==> src/rtl/y86_pkg.sv <==
// Shared Y86 definitions: status codes, word width and the memory-port arbiter state encoding.
package y86_pkg;

  localparam int unsigned WORD_W = 64;

  localparam logic [2:0] STAT_AOK = 3'd1;
  localparam logic [2:0] STAT_HLT = 3'd2;
  localparam logic [2:0] STAT_ADR = 3'd3;
  localparam logic [2:0] STAT_INS = 3'd4;

  typedef enum logic [1:0] {
    StIdle,
    StIssueIf,
    StIssueDm,
    StDone
  } arb_state_e;

endpackage

==> src/rtl/mem_arb_watchdog.sv <==
// Loadable down-counter that flags an expired memory access; only built with MEM_ARB_TIMEOUT_EN.
module mem_arb_watchdog #(
  parameter int unsigned Cycles = 64
) (
  input  logic clk_i,
  input  logic rst_i,
  input  logic load_i,
  input  logic en_i,
  output logic expired_o
);

  localparam int unsigned CntW = $clog2(Cycles + 1);

  logic [CntW-1:0] cnt_q, cnt_d;

  // Loaded with Cycles-1 so the flag rises in the Cycles-th counted cycle.
  always_comb begin
    cnt_d = cnt_q;
    if (load_i) begin
      cnt_d = CntW'(Cycles - 1);
    end else if (en_i && (cnt_q != '0)) begin
      cnt_d = cnt_q - 1'b1;
    end
  end

  always_ff @(posedge clk_i or posedge rst_i) begin
    if (rst_i) begin
      cnt_q <= '0;
    end else begin
      cnt_q <= cnt_d;
    end
  end

  assign expired_o = en_i && (cnt_q == '0);

endmodule

==> src/rtl/mem_port_arbiter.sv <==
// Shares the single-ported data memory between fetch and memory stages (data has priority,
// bounded by a starvation streak). Define MEM_ARB_TIMEOUT_EN to add the no-ack watchdog.
module mem_port_arbiter
  import y86_pkg::*;
#(
  parameter int unsigned ADDR_W        = 64,
  parameter int unsigned MEM_WORDS     = 1024,
  parameter int unsigned DM_STREAK_MAX = 4
`ifdef MEM_ARB_TIMEOUT_EN
  ,
  parameter int unsigned TIMEOUT_CYC   = 64
`endif
) (
  input  logic              clk,
  input  logic              rst,
  input  logic              if_req,
  input  logic [ADDR_W-1:0] if_addr,
  output logic              if_done,
  output logic [WORD_W-1:0] if_rdata,
  output logic [2:0]        if_stat,
  input  logic              dm_req,
  input  logic              dm_we,
  input  logic [ADDR_W-1:0] dm_addr,
  input  logic [WORD_W-1:0] dm_wdata,
  output logic              dm_done,
  output logic [WORD_W-1:0] dm_rdata,
  output logic [2:0]        dm_stat,
  output logic              mem_req,
  output logic              mem_we,
  output logic [ADDR_W-1:0] mem_addr,
  output logic [WORD_W-1:0] mem_wdata,
  input  logic [WORD_W-1:0] mem_rdata,
  input  logic              mem_ack
);

  localparam int unsigned StreakW = $clog2(DM_STREAK_MAX + 1);
  localparam logic [ADDR_W-1:0] AddrLimit = ADDR_W'(MEM_WORDS) << 3;

  arb_state_e          state_q, state_d;
  logic [StreakW-1:0]  streak_q, streak_d;
  logic                mem_req_q, mem_req_d;
  logic                mem_we_q, mem_we_d;
  logic [ADDR_W-1:0]   mem_addr_q, mem_addr_d;
  logic [WORD_W-1:0]   mem_wdata_q, mem_wdata_d;
  logic                if_done_q, if_done_d;
  logic                dm_done_q, dm_done_d;
  logic [WORD_W-1:0]   if_rdata_q, if_rdata_d;
  logic [WORD_W-1:0]   dm_rdata_q, dm_rdata_d;
  logic [2:0]          if_stat_q, if_stat_d;
  logic [2:0]          dm_stat_q, dm_stat_d;

  logic                grant_dm, grant_if, streak_at_max;
  logic [ADDR_W-1:0]   req_addr;
  logic                fin, fin_dm;
  logic [WORD_W-1:0]   fin_rdata;
  logic [2:0]          fin_stat;

`ifdef MEM_ARB_TIMEOUT_EN
  logic wd_load, wd_expired;

  mem_arb_watchdog #(
    .Cycles (TIMEOUT_CYC)
  ) u_watchdog (
    .clk_i     (clk),
    .rst_i     (rst),
    .load_i    (wd_load),
    .en_i      ((state_q == StIssueIf) || (state_q == StIssueDm)),
    .expired_o (wd_expired)
  );
`endif

  assign streak_at_max = (streak_q == StreakW'(DM_STREAK_MAX));

  always_comb begin
    state_d     = state_q;
    streak_d    = streak_q;
    mem_req_d   = mem_req_q;
    mem_we_d    = mem_we_q;
    mem_addr_d  = mem_addr_q;
    mem_wdata_d = mem_wdata_q;
    if_done_d   = 1'b0;
    dm_done_d   = 1'b0;
    if_rdata_d  = if_rdata_q;
    dm_rdata_d  = dm_rdata_q;
    if_stat_d   = if_stat_q;
    dm_stat_d   = dm_stat_q;
    grant_dm    = 1'b0;
    grant_if    = 1'b0;
    req_addr    = '0;
    fin         = 1'b0;
    fin_dm      = 1'b0;
    fin_rdata   = '0;
    fin_stat    = STAT_AOK;
`ifdef MEM_ARB_TIMEOUT_EN
    wd_load     = 1'b0;
`endif

    unique case (state_q)
      StIdle: begin
        grant_dm = dm_req && !(if_req && streak_at_max);
        grant_if = if_req && !grant_dm;
        req_addr = grant_dm ? dm_addr : if_addr;
        // The streak only counts data grants that made fetch wait.
        if (grant_dm && if_req) begin
          streak_d = streak_at_max ? streak_q : streak_q + 1'b1;
        end else begin
          streak_d = '0;
        end
        if (grant_dm || grant_if) begin
          if (req_addr >= AddrLimit) begin
            fin      = 1'b1;
            fin_dm   = grant_dm;
            fin_stat = STAT_ADR;
          end else begin
            mem_req_d   = 1'b1;
            mem_we_d    = grant_dm && dm_we;
            mem_addr_d  = req_addr;
            mem_wdata_d = grant_dm ? dm_wdata : '0;
            state_d     = grant_dm ? StIssueDm : StIssueIf;
`ifdef MEM_ARB_TIMEOUT_EN
            wd_load     = 1'b1;
`endif
          end
        end
      end
      StIssueIf, StIssueDm: begin
        if (mem_ack) begin
          fin       = 1'b1;
          fin_dm    = (state_q == StIssueDm);
          fin_rdata = mem_we_q ? '0 : mem_rdata;
          fin_stat  = STAT_AOK;
`ifdef MEM_ARB_TIMEOUT_EN
        end else if (wd_expired) begin
          fin      = 1'b1;
          fin_dm   = (state_q == StIssueDm);
          fin_stat = STAT_ADR;
`endif
        end
        if (fin) begin
          mem_req_d = 1'b0;
          mem_we_d  = 1'b0;
        end
      end
      StDone: begin
        state_d = StIdle;
      end
      default: begin
        state_d = StIdle;
      end
    endcase

    if (fin) begin
      state_d = StDone;
      if (fin_dm) begin
        dm_done_d  = 1'b1;
        dm_rdata_d = fin_rdata;
        dm_stat_d  = fin_stat;
      end else begin
        if_done_d  = 1'b1;
        if_rdata_d = fin_rdata;
        if_stat_d  = fin_stat;
      end
    end
  end

  always_ff @(posedge clk or posedge rst) begin
    if (rst) begin
      state_q     <= StIdle;
      streak_q    <= '0;
      mem_req_q   <= 1'b0;
      mem_we_q    <= 1'b0;
      mem_addr_q  <= '0;
      mem_wdata_q <= '0;
      if_done_q   <= 1'b0;
      dm_done_q   <= 1'b0;
      if_rdata_q  <= '0;
      dm_rdata_q  <= '0;
      if_stat_q   <= '0;
      dm_stat_q   <= '0;
    end else begin
      state_q     <= state_d;
      streak_q    <= streak_d;
      mem_req_q   <= mem_req_d;
      mem_we_q    <= mem_we_d;
      mem_addr_q  <= mem_addr_d;
      mem_wdata_q <= mem_wdata_d;
      if_done_q   <= if_done_d;
      dm_done_q   <= dm_done_d;
      if_rdata_q  <= if_rdata_d;
      dm_rdata_q  <= dm_rdata_d;
      if_stat_q   <= if_stat_d;
      dm_stat_q   <= dm_stat_d;
    end
  end

  assign if_done   = if_done_q;
  assign if_rdata  = if_rdata_q;
  assign if_stat   = if_stat_q;
  assign dm_done   = dm_done_q;
  assign dm_rdata  = dm_rdata_q;
  assign dm_stat   = dm_stat_q;
  assign mem_req   = mem_req_q;
  assign mem_we    = mem_we_q;
  assign mem_addr  = mem_addr_q;
  assign mem_wdata = mem_wdata_q;

endmodule

==> config.mk <==
export PLATFORM = sky130hd
export DESIGN_NAME = mem_port_arbiter
export DESIGN_NICKNAME = d
export VERILOG_FILES = /design/src/rtl/y86_pkg.sv /design/src/rtl/mem_arb_watchdog.sv /design/src/rtl/mem_port_arbiter.sv
export SDC_FILE = /design/constraint.sdc
export NUM_CORES = 1
export LEC_CHECK = 0
export ABC_AREA = 1
export CELL_PAD_IN_SITES_DETAIL_PLACEMENT = 0
export CELL_PAD_IN_SITES_GLOBAL_PLACEMENT = 2
export CORE_AREA = 4 4 204 206
export CTS_CLUSTER_SIZE = 12
export DETAILED_ROUTE_END_ITERATION = 16
export DIE_AREA = 0 0 208 210
export DONT_BUFFER_PORTS = 1
export PLACE_DENSITY_LB_ADDON = 0.1
export SLEW_MARGIN = 30
export SYNTH_ARGS = -nofsm -noshare
export SYNTH_HDL_FRONTEND = slang
export SYNTH_SLANG_ARGS = --single-unit
==> constraint.sdc <==
create_clock -name clk -period 22.7 [get_ports clk]
set_input_delay 4.54 -clock clk [delete_from_list [all_inputs] [get_ports clk]]
set_output_delay 4.54 -clock clk [all_outputs]
set_load 0.005 [all_outputs]
==> metrics.txt, run 1 <==
worst-path fanout max 82; Internal 0.0009838 W; YS warnings 0; post-synthesis sequential area ratio 55.09%; outcome finished, final reports clean; FF-to-FF Start streak_q[0]; static leakage 7.519 nW; dpl hpwl 29850 µm; final hold viol count 0; Final Skew 0.01468 ns; Row Count 73; NetSw 0.0006238 W; RSZ-0062 raised after global routing no; GPL Wtd Cong 0.8260; HP Class flop to flop; DR iter-0 viols 764; I/O pins 528; initial antenna violation count 5; synthesized cell area 0.01222 mm²; largest area contributor in the netlist dfrtp_1; die height 210 µm; largest net degree at the start of global routing 149; post-synth cell types 24; Syn Area/Cell 8.038 µm²; Worst EP required 23.15 ns; vias 9643; die width 208 µm; CTS root buf clkbuf_16; share of layout cells above drive strength 1 5.210%; Gate power share 24.3%; Hold Slack 0.4915 ns; GRT Residual Overflow 0; drc violations 0; Final Net Count 1721; Core Util, Final 34.19%; Worst Reg-to-Reg Cells 22; drt total wl 43460 µm; Avg WL per Cell 21.66 µm; via count of the first global-routing pass 9633; floorplan core area 0.03964 mm²; Post-Layout Cell Count 2007; Yosys reg bits 269; Post-CTS Hold Fix Bufs 0; Worst Max-Slew Pin Slew 0.9449 ns; Worst VDD drop 0.05246 mV; PwrDens 118.6 mW/mm²; Syn Inst Count 1520; final setup fails 0; Setup Fix Bufs, Post-CTS 0; die area 0.04368 mm²; Max Fclk 105.2 MHz; clock network power share 32.4%; Worst slew margin 37.01%; antenna viol nets, final 0; Skew-Pair Late Insertion Delay 0.58 ns; Clock Pin Slew Worst Setup and Hold Paths 0.06 ns; Synth area leaders dfrtp_1 (55%), nand2_1 (18%), nand4_1 (6.7%); Sw Ratio 38.80%; nature of the critical path endpoint flop; Crit Path Class input port to flop; Startpoint Class input port; port bufs 0; Final period util 41.86%; WHS Endpoint mem_addr[20]; Yosys top cell area share 55.09%; MaxCap Viol Count 0; starting density of the core 30.82%; CTS sink count 269; placed cells 1944; Seq pwr share 43.4%; crit path time final 9.502 ns; first-pass GRT wire length 64790 µm; setup TNS 0 ns; GRT Total Usage 18.87%; CTS Buffer Depth 3; r2r setup slk 16.49 ns; Max Transition Viols Final 0; Resized cells post-CTS 0; area grow syn2layout 10.94%; reg2reg end if_rdata[54]; DR vias/cell 4.805; WHS Path Cells 2; Inserted Clock Buffers 31; 1st-pass router iterations 5; Data arrival, critical path 9.96 ns; CTS H-Tree Depth 1; TritonCTS clock tree yes; hold_sp mem_addr[20]
## power groups by stage
stage,clock [W],combinational (W),sequential [W]
6_report,0.000520,0.000390,0.000697
5_1_grt,0.000559,0.000448,0.000713
4_1_cts,0.000537,0.000399,0.000703
3_5_place_dp,0,0.000400,0.000709
3_3_place_gp,0,0.000395,0.000713
2_1_floorplan,0,0.000314,0.000649
## metrics by stage
step	area (µm²)	setup slack, ns	total power (W)
global route	13550	12.50	0.001720
floorplan	12220	10.75	0.0009631
finish	13550	13.20	0.001608
detailed placement	12430	12.45	0.001109
global placement	12430	12.55	0.001109
CTS	13490	13.07	0.001640
## worst max-delay path, stage by stage
cell and delay [ns]:
nand3_2 0.49, nand2_2 0.56, buf_4 0.63, inv_2 0.08, buf_4 0.38, nand2_1 0.18, nand2_1 0.06, nor2_1 0.08
nand3_1 0.08, nor2_1 0.10, nand2_1 0.11, nand3_1 0.10, nand2_2 0.05, buf_4 0.35, inv_2 0.11, buf_4 0.66
nand3_2 0.55, buf_4 0.49, nand2_1 0.14, nand2_1 0.06
## worst max-delay path by stage
stage	start	end	depth (start not counted)	slack (ns)
CTS	if_req	if_rdata[45]	20	13.07
finish	if_req	if_rdata[54]	20	13.20
floorplan	rst	dm_done	1	10.75
global route	if_req	if_rdata[54]	20	12.50
global placement	if_req	if_rdata[34]	20	12.55
detailed placement	if_req	if_rdata[27]	20	12.45
## placed cells by master (no fill, tap or decap), drive strengths merged
| cell type | Yosys | layout |
|---|---|---|
| a21oi | 1 | 1 |
| buf | 71 | 13 |
| bufinv | 0 | 4 |
| clkbuf | 42 | 42 |
| clkinv | 0 | 10 |
| conb | 1 | 2 |
| dfrtp | 269 | 269 |
| diode | 0 | 4 |
| ha | 5 | 5 |
| inv | 156 | 157 |
| nand2 | 580 | 580 |
| nand3 | 39 | 39 |
| nand3b | 8 | 8 |
| nand4 | 130 | 130 |
| nor2 | 117 | 117 |
| o211ai | 1 | 1 |
| o21ai | 85 | 85 |
| o31ai | 13 | 13 |
| or2 | 1 | 1 |
| xor2 | 1 | 1 |
## cells in the mapped netlist
master / count
xor2_1: 1
o21ai_1: 2
ha_1: 5
buf_4: 18
nand4_1: 130
o31ai_1: 13
nand3b_1: 8
conb_1: 1
buf_1: 7
buf_2: 42
clkbuf_1: 42
nand2_2: 2
buf_6: 4
or2_2: 1
o21ai_0: 83
nor2_1: 117
nand3_1: 35
inv_1: 154
inv_2: 2
o211ai_1: 1
a21oi_1: 1
nand3_2: 4
nand2_1: 578
dfrtp_1: 269
## sequential cells by signal, indices dropped and copies added, names as in the netlist
signal     count
if_rdata      64
streak_q       3
if_stat        2
dm_rdata      64
mem_req        1
mem_wdata     64
mem_addr      64
dm_done        1
dm_stat        2
state_q        2
if_done        1
mem_we         1
## area by class of cell
cell class	count	area (µm²)
multi-input combinational	983	4353
fill	4271	26090
timing repair buffer	13	142.6
inverter	156	600.6
tap	525	656.9
antenna	4	10.01
sequential	269	6731
clock buffer	42	877.1
clock inverter	15	182.7
## routing by layer
layer  vias to the layer above  part of all wire [%]  global-route usage [%]
met2                       337                    48                   31.11
met3                        54                   9.9                   7.561
met4                         2                   2.3                   5.028
met5                         -                 0.046                       0
met1                      4590                    40                   23.23
li1                       4660                     -                       -
## logic make-up after synthesis
family	Yosys count	synth area share, %
AOI/OAI and AO/OA	100	4.383
xor gates and xnor gates	1	0.07170
and+or+nand+nor	875	30.41
other	1	0.03069
DFF	269	55.09
buffers and inverters	269	9.493
adders and majority gates	5	0.5120
No activity file was read; power rests on OpenSTA's default activity.
==> inputs of run 2 (changes only) <==
--- a/config.mk
+++ b/config.mk
@@ -8,10 +8,11 @@
 export ABC_AREA = 1
 export CELL_PAD_IN_SITES_DETAIL_PLACEMENT = 0
 export CELL_PAD_IN_SITES_GLOBAL_PLACEMENT = 2
-export CORE_AREA = 4 4 204 206
+export CORE_ASPECT_RATIO = 0.9
+export CORE_MARGIN = 4
+export CORE_UTILIZATION = 31
 export CTS_CLUSTER_SIZE = 12
 export DETAILED_ROUTE_END_ITERATION = 16
-export DIE_AREA = 0 0 208 210
 export DONT_BUFFER_PORTS = 1
 export PLACE_DENSITY_LB_ADDON = 0.1
 export SLEW_MARGIN = 30
==> constraint.sdc (replaced) <==
create_clock -name clk -period 8.1 [get_ports clk]
set_input_delay 1.62 -clock clk [delete_from_list [all_inputs] [get_ports clk]]
set_output_delay 1.62 -clock clk [all_outputs]
set_load 0.005 [all_outputs]
==> run 2 against run 1 <==
  * Routed wire length shrank 1.0%
  * Clock skew shrank 0.0035 ns
  * Via count is essentially flat
  * Critical path depth is the same
  * Setup slack lost 11 ns
  * Register-to-register slack lost 14 ns
  * Hold slack gained 0.0015 ns
  * Combinational power grew to 2.8 times the previous value
  * Critical path type unchanged
  * Critical endpoint is now if_rdata[62]
==> metrics.txt, run 2 (same netlist as run 1, synthesis figures left out) <==
outcome finished, final reports clean; Setup WS post-layout 2.606 ns (-10.59 ns); DR vias/cell 4.802 (about the same); Sw Ratio 38.72% (-0.082 points); Max stage delay cell, worst path nand2_2; clock network power share 32.3% (about the same); CTS root buf clkbuf_16; FILL cells 4182 (-2.1%); dpl hpwl 29590 µm (-0.90%); CTS sink count 269 (unchanged); Worst VDD drop 0.1703 mV (+220%); TritonCTS clock tree yes; area grow syn2layout 11.14%; most common cell after layout, fill and taps aside nand2_1; via count of the first global-routing pass 9635 (+0.021%); Power, Total 0.004514 W (+180%); RSZ-0062 raised after global routing no; nature of the critical path endpoint flop; Final Skew 0.01119 ns (-0.003485 ns); Avg WL per Cell 21.43 µm (-1.1%); Clock Pin Slew Worst Setup and Hold Paths 0.06 ns (about the same); commonest non-fill, non-tap cells in the layout nand2_1 (577), dfrtp_1 (269), inv_1 (152); Internal 0.002766 W (+180%); crit-path cells nand3_2, nand2_2, buf_4, inv_2, nand2_1, nand2_1, nor2_1, nand2_1, nor2_1, nand2_1, nor2_1, nand2_1, nand3_1, nand2_2, buf_4, inv_2, nand3_2, buf_12, nand2_1, nand2_1; die area 0.04266 mm² (-2.3%); Final Net Count 1723 (+0.12%); GPL Wtd Cong 0.7494 (-9.3%); PwrDens 332.4 mW/mm² (+180%); vias 9642 (-0.010%); port bufs 0 (unchanged); die height 196.3 µm (-6.5%); DR iter-0 viols 732 (-4.2%); I/O pins 528 (unchanged); Resized cells post-CTS 0 (unchanged); worst-path fanout max 66 (-20%); WP buf/inv 5 (-2); 1st-pass router iterations 5 (unchanged); Most common cell on crit path nand2_1; initial antenna violation count 5 (unchanged); Worst slew margin 33.51% (-3.5 points); MaxCap Viol Count 0 (unchanged); slowest cell delay on critical path 0.81 ns (+0.15 ns); Gate power share 24.4% (about the same); final hold viol count 0 (unchanged); crit path time final 5.494 ns; DP Worst Slack 1.896 ns (-10.56 ns); Final period util 67.83%; GRT Total Usage 19.20% (+0.33 points); setup TNS 0 ns (unchanged); Crit Path Class input port to flop; Max Fclk 182.0 MHz; drc violations 0 (unchanged); static leakage 7.527 nW (+0.10%); crit-path leading delay family simple AND/OR/NAND/NOR gates; Startpoint Class input port; Setup Fix Bufs, Post-CTS 0 (unchanged); Skew-Pair Late Insertion Delay 0.57 ns (about the same); antenna viol nets, final 0 (unchanged); Data arrival, critical path 5.95 ns (-4.01 ns); drt total wl 43030 µm (-1.0%); largest net degree at the start of global routing 137 (-8.1%); share of layout cells above drive strength 1 5.341% (+0.13 points); Row Count 68 (-6.8%); final setup fails 0 (unchanged); die width 217.3 µm (+4.5%); Max Transition Viols Final 0 (unchanged); Post-CTS Hold Fix Bufs 0 (unchanged); floorplan core area 0.03863 mm² (-2.6%); Seq pwr share 43.3% (about the same); Worst EP required 8.55 ns (-14.60 ns); starting density of the core 31.63% (+0.81 points); CTS Buffer Depth 3 (unchanged); r2r setup slk 2.97 ns (-13.52 ns); Worst Max-Slew Pin Slew 0.9974 ns (+0.05248 ns); CTS H-Tree Depth 1 (unchanged); GRT Residual Overflow 0 (unchanged); Inserted Clock Buffers 31 (unchanged); NetSw 0.001748 W (+180%); first-pass GRT wire length 63900 µm (-1.4%); HP Class flop to flop
run 2: changes by cell type in the layout (fill, tap and decap cells not counted), moves of 2 or more:
cell,before,now
clkbuf_8,6,13
clkinv_2,9,4
buf_12,2,4
bufinv_16,4,2
clkinvlp_4,0,2
inv_6,2,0
run 2: power groups by stage:
stage	Clock, W	Combinational [W]	Sequential, W
5_1_grt	0.00155	0.00126	0.00199
4_1_cts	0.00151	0.00112	0.00197
3_5_place_dp	0	0.00113	0.00199
2_1_floorplan	0	0.000880	0.00182
6_report	0.00146	0.00110	0.00195
3_3_place_gp	0	0.00111	0.00200
run 2: per-stage QoR:
step                      util [%]  area [µm²]  hold slack [ns]  instances
after floorplan                  -       12230           0.4570       1521
after global placement       32.33       12490           0.4809       1948
after detailed placement     32.33       12490           0.4844       1948
after CTS                    35.12       13570           0.5001       2004
after global routing         35.15       13580           0.5171       2007
final                        35.15       13580           0.4930       2008
run 2: final timing paths:
check,from,to,cells past startpoint
setup / recovery,if_req,if_rdata[62],20
hold / removal,mem_addr[45],mem_addr[45],2
setup reg to reg,streak_q[0],if_rdata[62],22
hold reg to reg,mem_addr[45],mem_addr[45],2
max in group asynchronous,rst,if_rdata[49],3
min in group asynchronous,rst,mem_addr[44],2
run 2: layout make-up:
| class | instances | area, µm² | share of cell area, % |
|---|---|---|---|
| timing repair buffer | 15 | 166.4 | 1.225 |
| clock inverter | 8 | 107.6 | 0.7924 |
| sequential | 269 | 6731 | 49.57 |
| inverter | 156 | 591.8 | 4.358 |
| multi-input combinational | 983 | 4345 | 32.00 |
| tap | 525 | 656.9 | 4.837 |
| antenna | 4 | 10.01 | 0.07371 |
| clock buffer | 48 | 969.7 | 7.141 |
run 2: metal layers:
| metal | track usage, % | share of wire (%) | routed length [µm] |
|---|---|---|---|
| met1 | 23.51 | 39 | 16940 |
| met2 | 31.41 | 48 | 20490 |
| met3 | 8.278 | 10 | 4494 |
| met4 | 4.946 | 2.5 | 1083 |
| met5 | 0 | 0.046 | 20 |
run 2: worst reg2reg max path, delay by kind of cell (launching register included):
family,cells,cell delay [ns]
adder cells (fa/ha/maj),1,0.18
buffers and inverters,6,1.60
flip-flops,1,0.38
AND/OR/NAND/NOR,15,2.85
==> inputs of run 3 (changes only) <==
--- a/config.mk
+++ b/config.mk
@@ -8,11 +8,10 @@
 export ABC_AREA = 1
 export CELL_PAD_IN_SITES_DETAIL_PLACEMENT = 0
 export CELL_PAD_IN_SITES_GLOBAL_PLACEMENT = 2
-export CORE_ASPECT_RATIO = 0.9
-export CORE_MARGIN = 4
-export CORE_UTILIZATION = 31
+export CORE_AREA = 4 4 201 203
 export CTS_CLUSTER_SIZE = 12
 export DETAILED_ROUTE_END_ITERATION = 16
+export DIE_AREA = 0 0 205 207
 export DONT_BUFFER_PORTS = 1
 export PLACE_DENSITY_LB_ADDON = 0.1
 export SLEW_MARGIN = 30
==> constraint.sdc (replaced) <==
create_clock -name clk -period 5.6 [get_ports clk]
set_input_delay 1.12 -clock clk [delete_from_list [all_inputs] [get_ports clk]]
set_output_delay 1.12 -clock clk [all_outputs]
set_load 0.005 [all_outputs]
==> run 3 against run 2 <==
  * Setup slack got worse by 0.92 ns
  * Cell area increased by 0.14%
  * Die area decreased by 0.52%
  * Hold slack got worse by 0.042 ns
  * Critical path type is now flop to flop
==> metrics.txt, run 3 (same netlist as run 1, synthesis figures left out) <==
outcome finished, final reports clean; Final Skew 0.01532 ns (+0.004123 ns); CTS root buf clkbuf_16; via count of the first global-routing pass 9637 (+0.021%); crit path time final 3.915 ns; crit-path cells inv_1, ha_1, nand3_2, nand2_2, buf_12, nand2_1, o21ai_1, nand2_1, nor2_1, nand3_1, nor2_1, nand2_1, inv_1, nand3_4, buf_4, o31ai_1; Hold Slack 0.4510 ns (-0.04198 ns); Clock Pin Slew Worst Setup and Hold Paths 0.06 ns (about the same); Max Transition Viols Final 0 (unchanged); Row Count 72 (+5.9%); Resized cells post-CTS 0 (unchanged); DR vias/cell 4.814 (+0.26%); initial antenna violation count 2 (-3); GRT Total Usage 19.32% (+0.12 points); Setup Fix Bufs, Post-CTS 0 (unchanged); I/O pins 528 (unchanged); clock network power share 32.3% (about the same); Worst Max-Slew Pin Slew 0.8470 ns (-0.1504 ns); RSZ-0062 raised after global routing no; Data arrival, critical path 4.34 ns (-1.61 ns); Startpoint Class flop; vias 9638 (-0.041%); Inserted Clock Buffers 34 (+9.7%); Most common cell on crit path nand2_1; NetSw 0.002528 W (+45%); Internal 0.003998 W (+45%); Skew-Pair Late Insertion Delay 0.54 ns (-0.03 ns); 1st-pass router iterations 7 (+2); MaxCap Viol Count 0 (unchanged); drc violations 0 (unchanged); PwrDens 480.0 mW/mm² (+44%); die height 207 µm (+5.4%); Worst EP required 6.02 ns (-2.53 ns); Crit Path Class flop to flop; commonest non-fill, non-tap cells in the layout nand2_1 (577), dfrtp_1 (269), inv_1 (152); share of layout cells above drive strength 1 5.196% (-0.15 points); Worst slew margin 43.33% (+9.8 points); placed cells 1942 (-0.31%); TritonCTS clock tree yes; area grow syn2layout 11.30%; DP Worst Slack 1.149 ns (-0.7469 ns); Setup WS post-layout 1.685 ns (-0.9206 ns); CTS Buffer Depth 3 (unchanged); Seq pwr share 43.1% (-0.2 points); CTS sink count 269 (unchanged); Post-CTS Hold Fix Bufs 0 (unchanged); nature of the critical path endpoint flop; drt total wl 42580 µm (-1.0%); static leakage 7.535 nW (+0.10%); starting density of the core 31.76% (+0.13 points); dpl hpwl 29340 µm (-0.83%); port bufs 0 (unchanged); Gate power share 24.5% (about the same); Avg WL per Cell 21.27 µm (-0.75%); floorplan core area 0.03847 mm² (-0.41%); worst-path fanout max 63 (-4.5%); die area 0.04244 mm² (-0.52%); first-pass GRT wire length 63740 µm (-0.25%); Worst VDD drop 0.2823 mV (+66%); Max stage delay cell, worst path nand2_2; final setup fails 0 (unchanged); setup TNS 0 ns (unchanged); Sw Ratio 38.73% (about the same); CTS H-Tree Depth 2 (+1); GPL Wtd Cong 0.7815 (+4.3%); DR iter-0 viols 571 (-22%); die width 205 µm (-5.6%); Max Fclk 255.4 MHz; Post-Layout Cell Count 2002 (-0.30%); HP Class input port to async pin; final hold viol count 0 (unchanged); Final Net Count 1728 (+0.29%); antenna viol nets, final 0 (unchanged); GRT Residual Overflow 0 (unchanged); largest net degree at the start of global routing 118 (-14%); Final period util 69.91%; slowest cell delay on critical path 0.62 ns (-0.19 ns); most common cell after layout, fill and taps aside nand2_1
==> run 3: changes by cell type in the layout (fill, tap and decap cells not counted), moves of 2 or more <==
cell       change
diode_2        -2
buf_12         +2
clkbuf_1       +5
clkbuf_8       -9
clkbuf_16      +3
inv_6          +2
==> run 3: metal layers <==
layer,track usage (%),wire [µm]
met5,0,0
met4,5.405,1056
met3,9.353,5070
met2,30.90,20160
met1,23.26,16280
==> run 3: critical path, delay by kind of cell, from the launching register on <==
kind | cells | cell delay, ns
flops | 1 | 0.38
compound gates | 2 | 0.33
simple gates | 9 | 1.84
buf+inv | 4 | 1.03
fa+ha+maj | 1 | 0.17
==> run 3: final cells by class <==
| class | instances | area [µm²] |
|---|---|---|
| diodes | 2 | 5.005 |
| clock buffers | 47 | 939.7 |
| clock inverters | 10 | 122.6 |
| fillers | 4152 | 24870 |
| inverters | 156 | 591.8 |
| multi-input cells | 983 | 4353 |
| flip-flops and latches | 269 | 6731 |
| well taps | 518 | 648.1 |
| repair buffers | 17 | 206.4 |
==> run 3: worst paths after layout <==
path	startpoint	to	slack (ns)	cells after the start
min	rst	mem_addr[43]	0.45	1
min in group clk	mem_addr[57]	mem_addr[57]	0.49	2
max	streak_q[0]	mem_addr[3]	1.69	16
max reg2reg	streak_q[0]	mem_addr[3]	1.69	16
min reg2reg	mem_addr[57]	mem_addr[57]	0.49	2
max in group asynchronous	rst	if_rdata[35]	3.91	3
==> run 3: power by group through the flow <==
stage	clock network [W]	logic [W]	registers, W
floorplan	0	0.00127	0.00263
global route	0.00228	0.00184	0.00288
detailed placement	0	0.00163	0.00286
global placement	0	0.00160	0.00288
CTS	0.00220	0.00163	0.00284
finish	0.00211	0.00160	0.00282
==> run 3: metrics by stage <==
stage | power [W] | utilization [%] | cell area [µm²]
after detailed placement | 0.004490 | 32.52 | 12510
after global routing | 0.006997 | 35.35 | 13600
after global placement | 0.004480 | 32.46 | 12490
after floorplan | 0.003905 | - | 12230
final | 0.006526 | 35.35 | 13600
after CTS | 0.006670 | 35.28 | 13570
